## config.mk

```make
export PLATFORM = sky130hd
export DESIGN_NAME = alu_rr_arbiter_flat
export DESIGN_NICKNAME = d
export VERILOG_FILES = /design/src/rtl/alu_rr_arbiter_if.sv /design/src/rtl/alu_rr_arbiter.sv /design/src/flat_wrapper.sv
export SDC_FILE = /design/constraint.sdc
export NUM_CORES = 1
export LEC_CHECK = 0
export BUFFER_PORTS_ARGS = -buffer_cell sky130_fd_sc_hd__buf_2
export CELL_PAD_IN_SITES_DETAIL_PLACEMENT = 1
export CELL_PAD_IN_SITES_GLOBAL_PLACEMENT = 1
export CORE_ASPECT_RATIO = 0.6
export CORE_UTILIZATION = 30
export DETAILED_ROUTE_END_ITERATION = 16
export PLACE_DENSITY_LB_ADDON = 0.3
export REMOVE_ABC_BUFFERS = 1
export SETUP_SLACK_MARGIN = 0.05
export SLEW_MARGIN = 20
export SYNTH_ARGS = -nofsm -noshare
export SYNTH_HDL_FRONTEND = slang
export SYNTH_SLANG_ARGS = --single-unit
```

## constraint.sdc

```tcl
create_clock -name clk -period 2.2 [get_ports clk]
set_clock_uncertainty 0.15 [all_clocks]
set_input_delay 0 -clock clk [delete_from_list [all_inputs] [get_ports clk]]
set_output_delay 0 -clock clk [all_outputs]
set_load 0.05 [all_outputs]
```

## src/rtl/alu_rr_arbiter_if.sv

```systemverilog
`timescale 1ns/1ps
`default_nettype none
// ============================================================================
//  Module      : alu_rr_arbiter_if
//  Description : Command, ALU and response signals shared between the two
//                requesters, the arbiter and the ALU datapath.
//  Revision    : 1.0 - initial release
// ============================================================================
interface alu_rr_arbiter_if;
    logic       req0_valid;
    logic       req0_ready;
    logic [3:0] req0_a;
    logic [3:0] req0_b;
    logic [3:0] req0_func;
    logic       req1_valid;
    logic       req1_ready;
    logic [3:0] req1_a;
    logic [3:0] req1_b;
    logic [3:0] req1_func;
    logic [3:0] alu_a;
    logic [3:0] alu_b;
    logic [3:0] alu_func;
    logic [3:0] alu_y;
    logic       rsp_valid;
    logic       rsp_ready;
    logic       rsp_id;
    logic [3:0] rsp_y;
    logic       rsp_err;
    logic       busy;

    // Arbiter side
    modport slave (
        input  req0_valid, req0_a, req0_b, req0_func,
        input  req1_valid, req1_a, req1_b, req1_func,
        input  alu_y, rsp_ready,
        output req0_ready, req1_ready,
        output alu_a, alu_b, alu_func,
        output rsp_valid, rsp_id, rsp_y, rsp_err, busy
    );

    // Requesters / ALU / response consumer side
    modport master (
        output req0_valid, req0_a, req0_b, req0_func,
        output req1_valid, req1_a, req1_b, req1_func,
        output alu_y, rsp_ready,
        input  req0_ready, req1_ready,
        input  alu_a, alu_b, alu_func,
        input  rsp_valid, rsp_id, rsp_y, rsp_err, busy
    );
endinterface
`default_nettype wire

```

## src/rtl/alu_rr_arbiter.sv

```systemverilog
`timescale 1ns/1ps
`default_nettype none
// ============================================================================
//  Module      : alu_rr_arbiter
//  Description : Round-robin sharing of one combinational 4-bit ALU between
//                two valid/ready requesters, with a settle window before the
//                result is captured and returned on a tagged response.
//  Revision    : 1.0 - initial release
// ============================================================================
module alu_rr_arbiter #(
    parameter int SETTLE_CYCLES = 2
) (
    input  wire logic        clk,
    input  wire logic        rst,
    alu_rr_arbiter_if.slave  bus
);

    typedef enum logic [1:0] {
        S_IDLE = 2'd0,
        S_EXEC = 2'd1,
        S_RESP = 2'd2
    } state_t;

    localparam logic [3:0] c_CNT_INIT = 4'(SETTLE_CYCLES - 1);

    state_t     r_state;
    state_t     w_state_next;
    logic       r_last_grant;
    logic [3:0] r_cnt;
    logic       r_illegal;
    logic       r_rsp_id;
    logic [3:0] r_rsp_y;
    logic       r_rsp_err;
    logic [3:0] r_alu_a;
    logic [3:0] r_alu_b;
    logic [3:0] r_alu_func;

    logic       w_grant0;
    logic       w_grant1;
    logic       w_accept;
    logic       w_sel_id;
    logic [3:0] w_sel_a;
    logic [3:0] w_sel_b;
    logic [3:0] w_sel_func;
    logic       w_legal;

    function automatic logic is_legal(input logic [3:0] f);
        case (f)
            4'b0000, 4'b0001, 4'b0100, 4'b0101, 4'b0110,
            4'b1000, 4'b1001, 4'b1010, 4'b1111: is_legal = 1'b1;
            default:                            is_legal = 1'b0;
        endcase
    endfunction

    // A lone requester always wins; on a tie the one not granted last wins.
    assign w_grant0   = bus.req0_valid && (!bus.req1_valid ||  r_last_grant);
    assign w_grant1   = bus.req1_valid && (!bus.req0_valid || !r_last_grant);
    assign w_accept   = (r_state == S_IDLE) && (w_grant0 || w_grant1);
    assign w_sel_id   = w_grant1;
    assign w_sel_a    = w_grant1 ? bus.req1_a    : bus.req0_a;
    assign w_sel_b    = w_grant1 ? bus.req1_b    : bus.req0_b;
    assign w_sel_func = w_grant1 ? bus.req1_func : bus.req0_func;
    assign w_legal    = is_legal(w_sel_func);

    assign bus.req0_ready = !rst && (r_state == S_IDLE) && w_grant0;
    assign bus.req1_ready = !rst && (r_state == S_IDLE) && w_grant1;
    assign bus.alu_a      = r_alu_a;
    assign bus.alu_b      = r_alu_b;
    assign bus.alu_func   = r_alu_func;
    assign bus.rsp_valid  = (r_state == S_RESP);
    assign bus.rsp_id     = r_rsp_id;
    assign bus.rsp_y      = r_rsp_y;
    assign bus.rsp_err    = r_rsp_err;
    assign bus.busy       = (r_state != S_IDLE);

    // State register.
    always_ff @(posedge clk) begin
        if (rst) r_state <= S_IDLE;
        else     r_state <= w_state_next;
    end

    // Next-state logic; an illegal command still spends one cycle in EXEC so
    // its response appears one edge after acceptance.
    always_comb begin
        w_state_next = r_state;
        case (r_state)
            S_IDLE:  if (w_accept)      w_state_next = S_EXEC;
            S_EXEC:  if (r_cnt == 4'd0) w_state_next = S_RESP;
            S_RESP:  if (bus.rsp_ready) w_state_next = S_IDLE;
            default:                    w_state_next = S_IDLE;
        endcase
    end

    // Command latch, settle counter and response capture.
    always_ff @(posedge clk) begin
        if (rst) begin
            r_last_grant <= 1'b1;
            r_cnt        <= 4'd0;
            r_illegal    <= 1'b0;
            r_rsp_id     <= 1'b0;
            r_rsp_y      <= 4'd0;
            r_rsp_err    <= 1'b0;
            r_alu_a      <= 4'd0;
            r_alu_b      <= 4'd0;
            r_alu_func   <= 4'd0;
        end else begin
            case (r_state)
                S_IDLE: begin
                    if (w_accept) begin
                        r_last_grant <= w_sel_id;
                        r_rsp_id     <= w_sel_id;
                        r_illegal    <= !w_legal;
                        if (w_legal) begin
                            r_alu_a    <= w_sel_a;
                            r_alu_b    <= w_sel_b;
                            r_alu_func <= w_sel_func;
                            r_cnt      <= c_CNT_INIT;
                        end else begin
                            r_cnt      <= 4'd0;
                        end
                    end
                end
                S_EXEC: begin
                    r_cnt <= r_cnt - 4'd1;
                    if (r_cnt == 4'd0) begin
                        r_rsp_y   <= r_illegal ? 4'd0 : bus.alu_y;
                        r_rsp_err <= r_illegal;
                    end
                end
                default: ;
            endcase
        end
    end

endmodule
`default_nettype wire

```

## src/flat_wrapper.sv

```systemverilog
// flat-port wrapper written by rule: the top's interface ports become plain ports
module alu_rr_arbiter_flat 
#(
    parameter int SETTLE_CYCLES = 2
)
  (clk, rst, bus_req0_valid, bus_req0_a, bus_req0_b, bus_req0_func, bus_req1_valid, bus_req1_a, bus_req1_b, bus_req1_func, bus_alu_y, bus_rsp_ready, bus_req0_ready, bus_req1_ready, bus_alu_a, bus_alu_b, bus_alu_func, bus_rsp_valid, bus_rsp_id, bus_rsp_y, bus_rsp_err, bus_busy);
  alu_rr_arbiter_if bus_i ();
  input  wire logic clk;
  input  wire logic rst;
  input wire logic [$bits(bus_i.req0_valid)-1:0] bus_req0_valid;
  input wire logic [$bits(bus_i.req0_a)-1:0] bus_req0_a;
  input wire logic [$bits(bus_i.req0_b)-1:0] bus_req0_b;
  input wire logic [$bits(bus_i.req0_func)-1:0] bus_req0_func;
  input wire logic [$bits(bus_i.req1_valid)-1:0] bus_req1_valid;
  input wire logic [$bits(bus_i.req1_a)-1:0] bus_req1_a;
  input wire logic [$bits(bus_i.req1_b)-1:0] bus_req1_b;
  input wire logic [$bits(bus_i.req1_func)-1:0] bus_req1_func;
  input wire logic [$bits(bus_i.alu_y)-1:0] bus_alu_y;
  input wire logic [$bits(bus_i.rsp_ready)-1:0] bus_rsp_ready;
  output wire logic [$bits(bus_i.req0_ready)-1:0] bus_req0_ready;
  output wire logic [$bits(bus_i.req1_ready)-1:0] bus_req1_ready;
  output wire logic [$bits(bus_i.alu_a)-1:0] bus_alu_a;
  output wire logic [$bits(bus_i.alu_b)-1:0] bus_alu_b;
  output wire logic [$bits(bus_i.alu_func)-1:0] bus_alu_func;
  output wire logic [$bits(bus_i.rsp_valid)-1:0] bus_rsp_valid;
  output wire logic [$bits(bus_i.rsp_id)-1:0] bus_rsp_id;
  output wire logic [$bits(bus_i.rsp_y)-1:0] bus_rsp_y;
  output wire logic [$bits(bus_i.rsp_err)-1:0] bus_rsp_err;
  output wire logic [$bits(bus_i.busy)-1:0] bus_busy;
  assign bus_i.req0_valid = bus_req0_valid;
  assign bus_i.req0_a = bus_req0_a;
  assign bus_i.req0_b = bus_req0_b;
  assign bus_i.req0_func = bus_req0_func;
  assign bus_i.req1_valid = bus_req1_valid;
  assign bus_i.req1_a = bus_req1_a;
  assign bus_i.req1_b = bus_req1_b;
  assign bus_i.req1_func = bus_req1_func;
  assign bus_i.alu_y = bus_alu_y;
  assign bus_i.rsp_ready = bus_rsp_ready;
  assign bus_req0_ready = bus_i.req0_ready;
  assign bus_req1_ready = bus_i.req1_ready;
  assign bus_alu_a = bus_i.alu_a;
  assign bus_alu_b = bus_i.alu_b;
  assign bus_alu_func = bus_i.alu_func;
  assign bus_rsp_valid = bus_i.rsp_valid;
  assign bus_rsp_id = bus_i.rsp_id;
  assign bus_rsp_y = bus_i.rsp_y;
  assign bus_rsp_err = bus_i.rsp_err;
  assign bus_busy = bus_i.busy;
  alu_rr_arbiter #(.SETTLE_CYCLES(SETTLE_CYCLES)) u_core (.clk(clk), .rst(rst), .bus(bus_i));
endmodule
```

# ---- After elaboration in Yosys (flattened, before gate mapping)
# Memories as Yosys holds them, arrays and structs flattened.
# Cells that the tools add are included.
# Widths: inputs -> output; s select.
dict set report word_totals {
  ff_bits 26
  mem_bits_ro 16
  input_bits 33
  output_inout_bits 22
  wordCells 51
  n_memories 1
}
# memory words word_bits rd rd_clocked_by_memory_dff write_ports line
set mem_list {}
lappend mem_list {{(no name shown)} 16 1 1 0 0 alu_rr_arbiter.sv:48} ;# case (f)
dict set report classes {
  n_addsub 1
  n_eq_ne 5
  mux 11
  reduce_logical 23
}
# cell n
set ops {}
lappend ops {{$mux 4} 5}
lappend ops {{$pmux 4 s2} 1}
lappend ops {{$logic_and 1x1->1} 6}
lappend ops {{$mux 2} 3}
lappend ops {{$pmux 2 s3} 1}
lappend ops {{$reduce_and 2->1} 3}
lappend ops {{$reduce_and 3->1} 2}
lappend ops {{$logic_not 1->1} 5}
lappend ops {{$logic_not 4->1} 1}
lappend ops {{$ne 2x1->1 const B} 2}
lappend ops {{$reduce_bool 2->1} 2}
lappend ops {{$sub 4x1->4 const B} 1}
lappend ops {{$logic_or 1x1->1} 3}
lappend ops {{$eq 2x1->1 const B} 1}
lappend ops {{$eq 2x2->1 const B} 1}
lappend ops {{$logic_not 2->1} 1}
lappend ops {{$ne 2x2->1 const B} 1}
lappend ops {{$mux 1} 1}

# ---- Depth between registers and ports, before layout
# An unclocked memory read counts as a cell.
dict set report logic_depth {
  word_depth 8
  ltp_mapped 7
  mapped_depth_nobuf 7
}

# ---- Worst setup path after synthesis
# Ideal clock, no wire load.
dict set report synth_timing {
  kind {flip-flop to output port}
  from {register u_core.r_last_grant}
  to {output bus_req1_ready}
  arrival_ps 1793
  required_ps 2050
  slack_ps 257
  path_stages_with_launch 4
  n_path_buf 1
  cell_sequence {dfxtp_1 > a21bo_2 > clkbuf_1 > nor3_1}
}
dict set report synth_between {
  elab_chain_len 4
}
# item line
set synth_rtl {}
lappend synth_rtl {{from (decl)} alu_rr_arbiter.sv:28} ;# logic r_last_grant;
lappend synth_rtl {{from (signal assigned)} alu_rr_arbiter.sv:110} ;# r_last_grant <= w_sel_id;
lappend synth_rtl {{$logic_not 1->1} alu_rr_arbiter.sv:57} ;# assign w_grant1 = bus.req1_valid && (!bus.req0_valid || !r_last_grant);
lappend synth_rtl {{$logic_or 1x1->1} alu_rr_arbiter.sv:57}
lappend synth_rtl {{$logic_and 1x1->1} alu_rr_arbiter.sv:57}
lappend synth_rtl {{$logic_and 1x1->1} alu_rr_arbiter.sv:66} ;# assign bus.req1_ready = !rst && (r_state == S_IDLE) && w_grant1;
lappend synth_rtl {{to (decl)} flat_wrapper.sv:21} ;# output wire logic [$bits(bus_i.req1_ready)-1:0] bus_req1_ready;
# Every way passes these cells.

# ---- Final worst setup path
dict set report layout_timing {
  from {register u_core.r_cnt[0]}
  to {register u_core.r_rsp_y[3] (netlist: u_core.bus.rsp_y[3])}
}
dict set report layout_between {
  elab_chain_len 2
}
# item line
set layout_rtl {}
lappend layout_rtl {{from (decl)} alu_rr_arbiter.sv:29} ;# logic [3:0] r_cnt;
lappend layout_rtl {{from (signal assigned)} alu_rr_arbiter.sv:117} ;# r_cnt <= c_CNT_INIT;
lappend layout_rtl {{from (signal assigned)} alu_rr_arbiter.sv:124} ;# r_cnt <= r_cnt - 4'd1;
lappend layout_rtl {{$logic_not 4->1} alu_rr_arbiter.sv:125} ;# if (r_cnt == 4'd0) begin
lappend layout_rtl {{$reduce_and 2->1 (no line)} -}
lappend layout_rtl {{to (signal assigned)} alu_rr_arbiter.sv:126} ;# r_rsp_y <= r_illegal ? 4'd0 : bus.alu_y;
lappend layout_rtl {{to (decl)} alu_rr_arbiter.sv:32} ;# logic [3:0] r_rsp_y;
# Every way passes these cells.
# A chain may end at the register's enable or synchronous reset.

==> run summary <==
# IOs: 55
Filler cells: 552
H-tree depth: 1
Total grt overflow: 0
CTS Sinks: 26
Drt pass-1 iters: 4
Crit share post-route: 0.8629
Core area: 4234 µm²
Slew @ Worst Pin: 1.006 ns
Failing checks: hold timing
Max Slew Vio Count: 0
Static Leak: 0.8785 nW
Post-CTS Setup Bufs: 0
Total negative slack: 0 ns
R2R Path End: u_core.bus.rsp_y[3]$_SDFFE_PP0P_
Number of diodes: 0
CP Capture Type: register
RR Startpoint: u_core.r_cnt[0]$_SDFFE_PP0P_
TritonCTS buffer count: 3
CP Depth: 7
Slew margin rel.: 0.3295
Max Fclk: 0.5268 GHz
Die area: 4837 µm²
Area delta synth->final: 34.25%
Initial antenna violation count: 0
Die X: 89.13 µm
Clock Latency Late Sink: 0.27 ns
Via count: 1,320
Worst path required time: 2.25 ns
GRT Total Usage: 0.1569
Drt initial violations: 29
Crit path kind: reg2reg
Row cnt: 18
Ys Warns: 0
Worst path arrival time: 1.95 ns
Unrepaired setup endpoints after global routing: false
Hold Path Class: in2reg
Final hold viol count: 1
Routed WL: 3612 µm
Max-Cap Viols: 0
Synth Register Bits: 26
Crit path from: u_core.r_cnt[0]$_SDFFE_PP0P_
CTS tree: built
Maximum vdd drop: 290.4 µV
Sequential cell area fraction in the yosys report: 0.3810
Syn avg cell area: 8.382 µm²
Power per standard cell area: 810.9 nW/µm²
Detail Route Antenna Nets: 0
Post-synth cell types: 36
CTS root buf: clkbuf_8
First-pass GRT wire length: 5658 µm
Reg2reg setup slack: 0.30 ns
Final GP Congestion: 0.7873
Layout cell share with drive strength beyond 1: 0.3378
Starting Density: 0.3227
Die H: 54.28 µm
Fin nets: 261
Port Buffer Count: 54
Crit path time final: 1.898 ns
Wire per inst: 12.67 µm
Hold Worst Slack: -0.001655 ns
CP endpoint: u_core.bus.rsp_y[3]$_SDFFE_PP0P_
Top Family by Delay on Critical Path: simple AND/OR/NAND/NOR gates
Final core utilization: 0.4332
Critical path buffer and inverter count: 1
Status: complete, but fails checks
Placed wire-length estimate: 2652 µm
Worst R2R Path Depth: 7
Post-Synthesis Cell Area: 1366 µm²
Reg clk slew, reported paths: 0.09 ns
Critical path's most frequent cell: nor3b_1
CP max-delay cell: dfxtp_1
CP peak stage delay: 0.34 ns
Largest net degree at the start of global routing: 39
Worst setup SP type: register
DRC: 0
CP cell instances: inv_1 > ha_1 > nor3b_1 > nand2_1 > nor3b_1 > a21oi_1 > nor2_1
Clock Tree Buf Depth: 2
Vias/cell: 4.632
Cells after Synth: 163
Setup violators final: 0
Worst-path fanout max: 10
Vias in the first global route: 1,255
what timing repair did:
item	CTS	global route
setup endpoints to repair	0	0
endpoints found under the hold margin	9	0
hold buffers	10	0
gates resized for setup	0	0
area by class of cell:
type	count	area, µm²	area share
repair buffers	66	385.4	0.2101
multi-input cells	125	793.3	0.4325
clock buffers	3	41.29	0.02251
flip-flops and latches	26	520.5	0.2838
inverters	5	18.77	0.01023
well taps	60	75.07	0.04093
synth_stat cells:
| master | count | area share |
|---|---|---|
| nand2_1 | 28 | 0.077 |
| dfxtp_1 | 26 | 0.38 |
| a21oi_1 | 24 | 0.088 |
| nor2b_1 | 14 | 0.064 |
| mux2_4 | 9 | 0.099 |
| nor2_1 | 9 | 0.025 |
| clkbuf_1 | 5 | 0.014 |
| inv_1 | 5 | 0.014 |
| nor3b_1 | 5 | 0.027 |
| nor3_1 | 4 | 0.015 |
| a211oi_1 | 3 | 0.016 |
| mux2_2 | 3 | 0.025 |
| o21ai_0 | 3 | 0.011 |
| a21o_1 | 2 | 0.011 |
| nand2b_1 | 2 | 0.0092 |
| a211o_1 | 1 | 0.0064 |
| a21bo_2 | 1 | 0.0073 |
| a21boi_2 | 1 | 0.0082 |
| a22oi_1 | 1 | 0.0055 |
| a31oi_1 | 1 | 0.0046 |
| and2_1 | 1 | 0.0046 |
| and2b_1 | 1 | 0.0055 |
| and3_1 | 1 | 0.0046 |
| buf_1 | 1 | 0.0027 |
| buf_6 | 1 | 0.0082 |
| ha_1 | 1 | 0.0092 |
| nand2b_4 | 1 | 0.010 |
| nand3_1 | 1 | 0.0037 |
| nand3b_1 | 1 | 0.0055 |
| nand4_1 | 1 | 0.0046 |
| o2111ai_1 | 1 | 0.0064 |
| o21bai_1 | 1 | 0.0055 |
| or2_2 | 1 | 0.0046 |
| or2_4 | 1 | 0.0064 |
| or3_1 | 1 | 0.0046 |
| xnor2_1 | 1 | 0.0064 |
state kept, by name, indices dropped and copies added, names as in the netlist:
signal               cells
u_core.bus.alu_b         4
u_core.bus.alu_a         4
u_core.bus.rsp_y         4
u_core.bus.rsp_err       1
u_core.r_illegal         1
u_core.r_last_grant      1
u_core.r_state           2
u_core.bus.rsp_id        1
u_core.bus.alu_func      4
u_core.r_cnt             4
how the worst min path moves through the flow:
stage | from | to | cells after the start
after floorplan | rst | u_core.bus.rsp_err$_SDFFE_PP0P_ | 1
after global routing | bus_req1_b[3] | u_core.bus.alu_b[3]$_SDFFE_PP0P_ | 4
after global placement | bus_rsp_ready | u_core.r_state[1]$_SDFFE_PP0P_ | 3
after detailed placement | bus_rsp_ready | u_core.r_state[1]$_SDFFE_PP0P_ | 3
final | bus_req0_b[2] | u_core.bus.alu_b[2]$_SDFFE_PP0P_ | 4
after CTS | bus_req0_b[2] | u_core.bus.alu_b[2]$_SDFFE_PP0P_ | 4
cell usage in the layout (no fill, tap or decap), drive strengths merged, types with 2 or more instances in the layout:
master	n
nor2b	14
nand2	28
nor3b	5
dfxtp	26
a21oi	24
inv	5
dlygate4sd3	10
clkbuf	3
o21ai	3
nor3	4
a211oi	3
a21o	2
buf	56
or2	2
nor2	9
mux2	12
nand2b	3
per-stage QoR:
stage               std cells  setup slack (ns)  cell area, µm²  hold WS (ns)  total power, mW
global route              285           0.07293            1834       0.02035            1.583
CTS                       285            0.3119            1834     0.0007869            1.506
global placement          272            0.3446            1693        0.1232            1.218
finish                    285            0.3016            1834     -0.001655            1.487
floorplan                 156            0.2653            1333      -0.08093            1.055
detailed placement        272            0.3265            1693        0.1278            1.220
cells by family after synthesis:
family                   share of synthesized area
AND/OR/NAND/NOR                             0.2711
buffers and inverters                      0.03846
AO/OA/AOI/OAI                               0.1703
adder cells (fa/ha/maj)                   0.009156
flip-flops                                  0.3810
XOR/XNOR                                  0.006411
multiplexers                                0.1236
power breakdown:
part           switching (mW)  internal [mW]  leakage, nW  total (mW)
Combinational           0.396          0.232        0.644       0.628
Sequential             0.0528          0.541        0.213       0.594
Clock                   0.143          0.123       0.0216       0.266
tightest hold or removal path, delay by kind of cell:
kind | cells | cell delay (ns)
muxes | 1 | 0.14
AOI/OAI and AO/OA | 1 | 0.13
buffers and inverters | 1 | 0.08
and+or+nand+nor | 1 | 0.04
layer usage:
layer / share of wire / GRT usage / vias up
met2: 0.43 / 0.2481 / 33
li1: - / - / 678
met5: 0 / 0 / -
met4: 0.0022 / 0.03175 / 0
met1: 0.53 / 0.2180 / 607
met3: 0.045 / 0.04072 / 2
(Power assumes the default switching activity.)
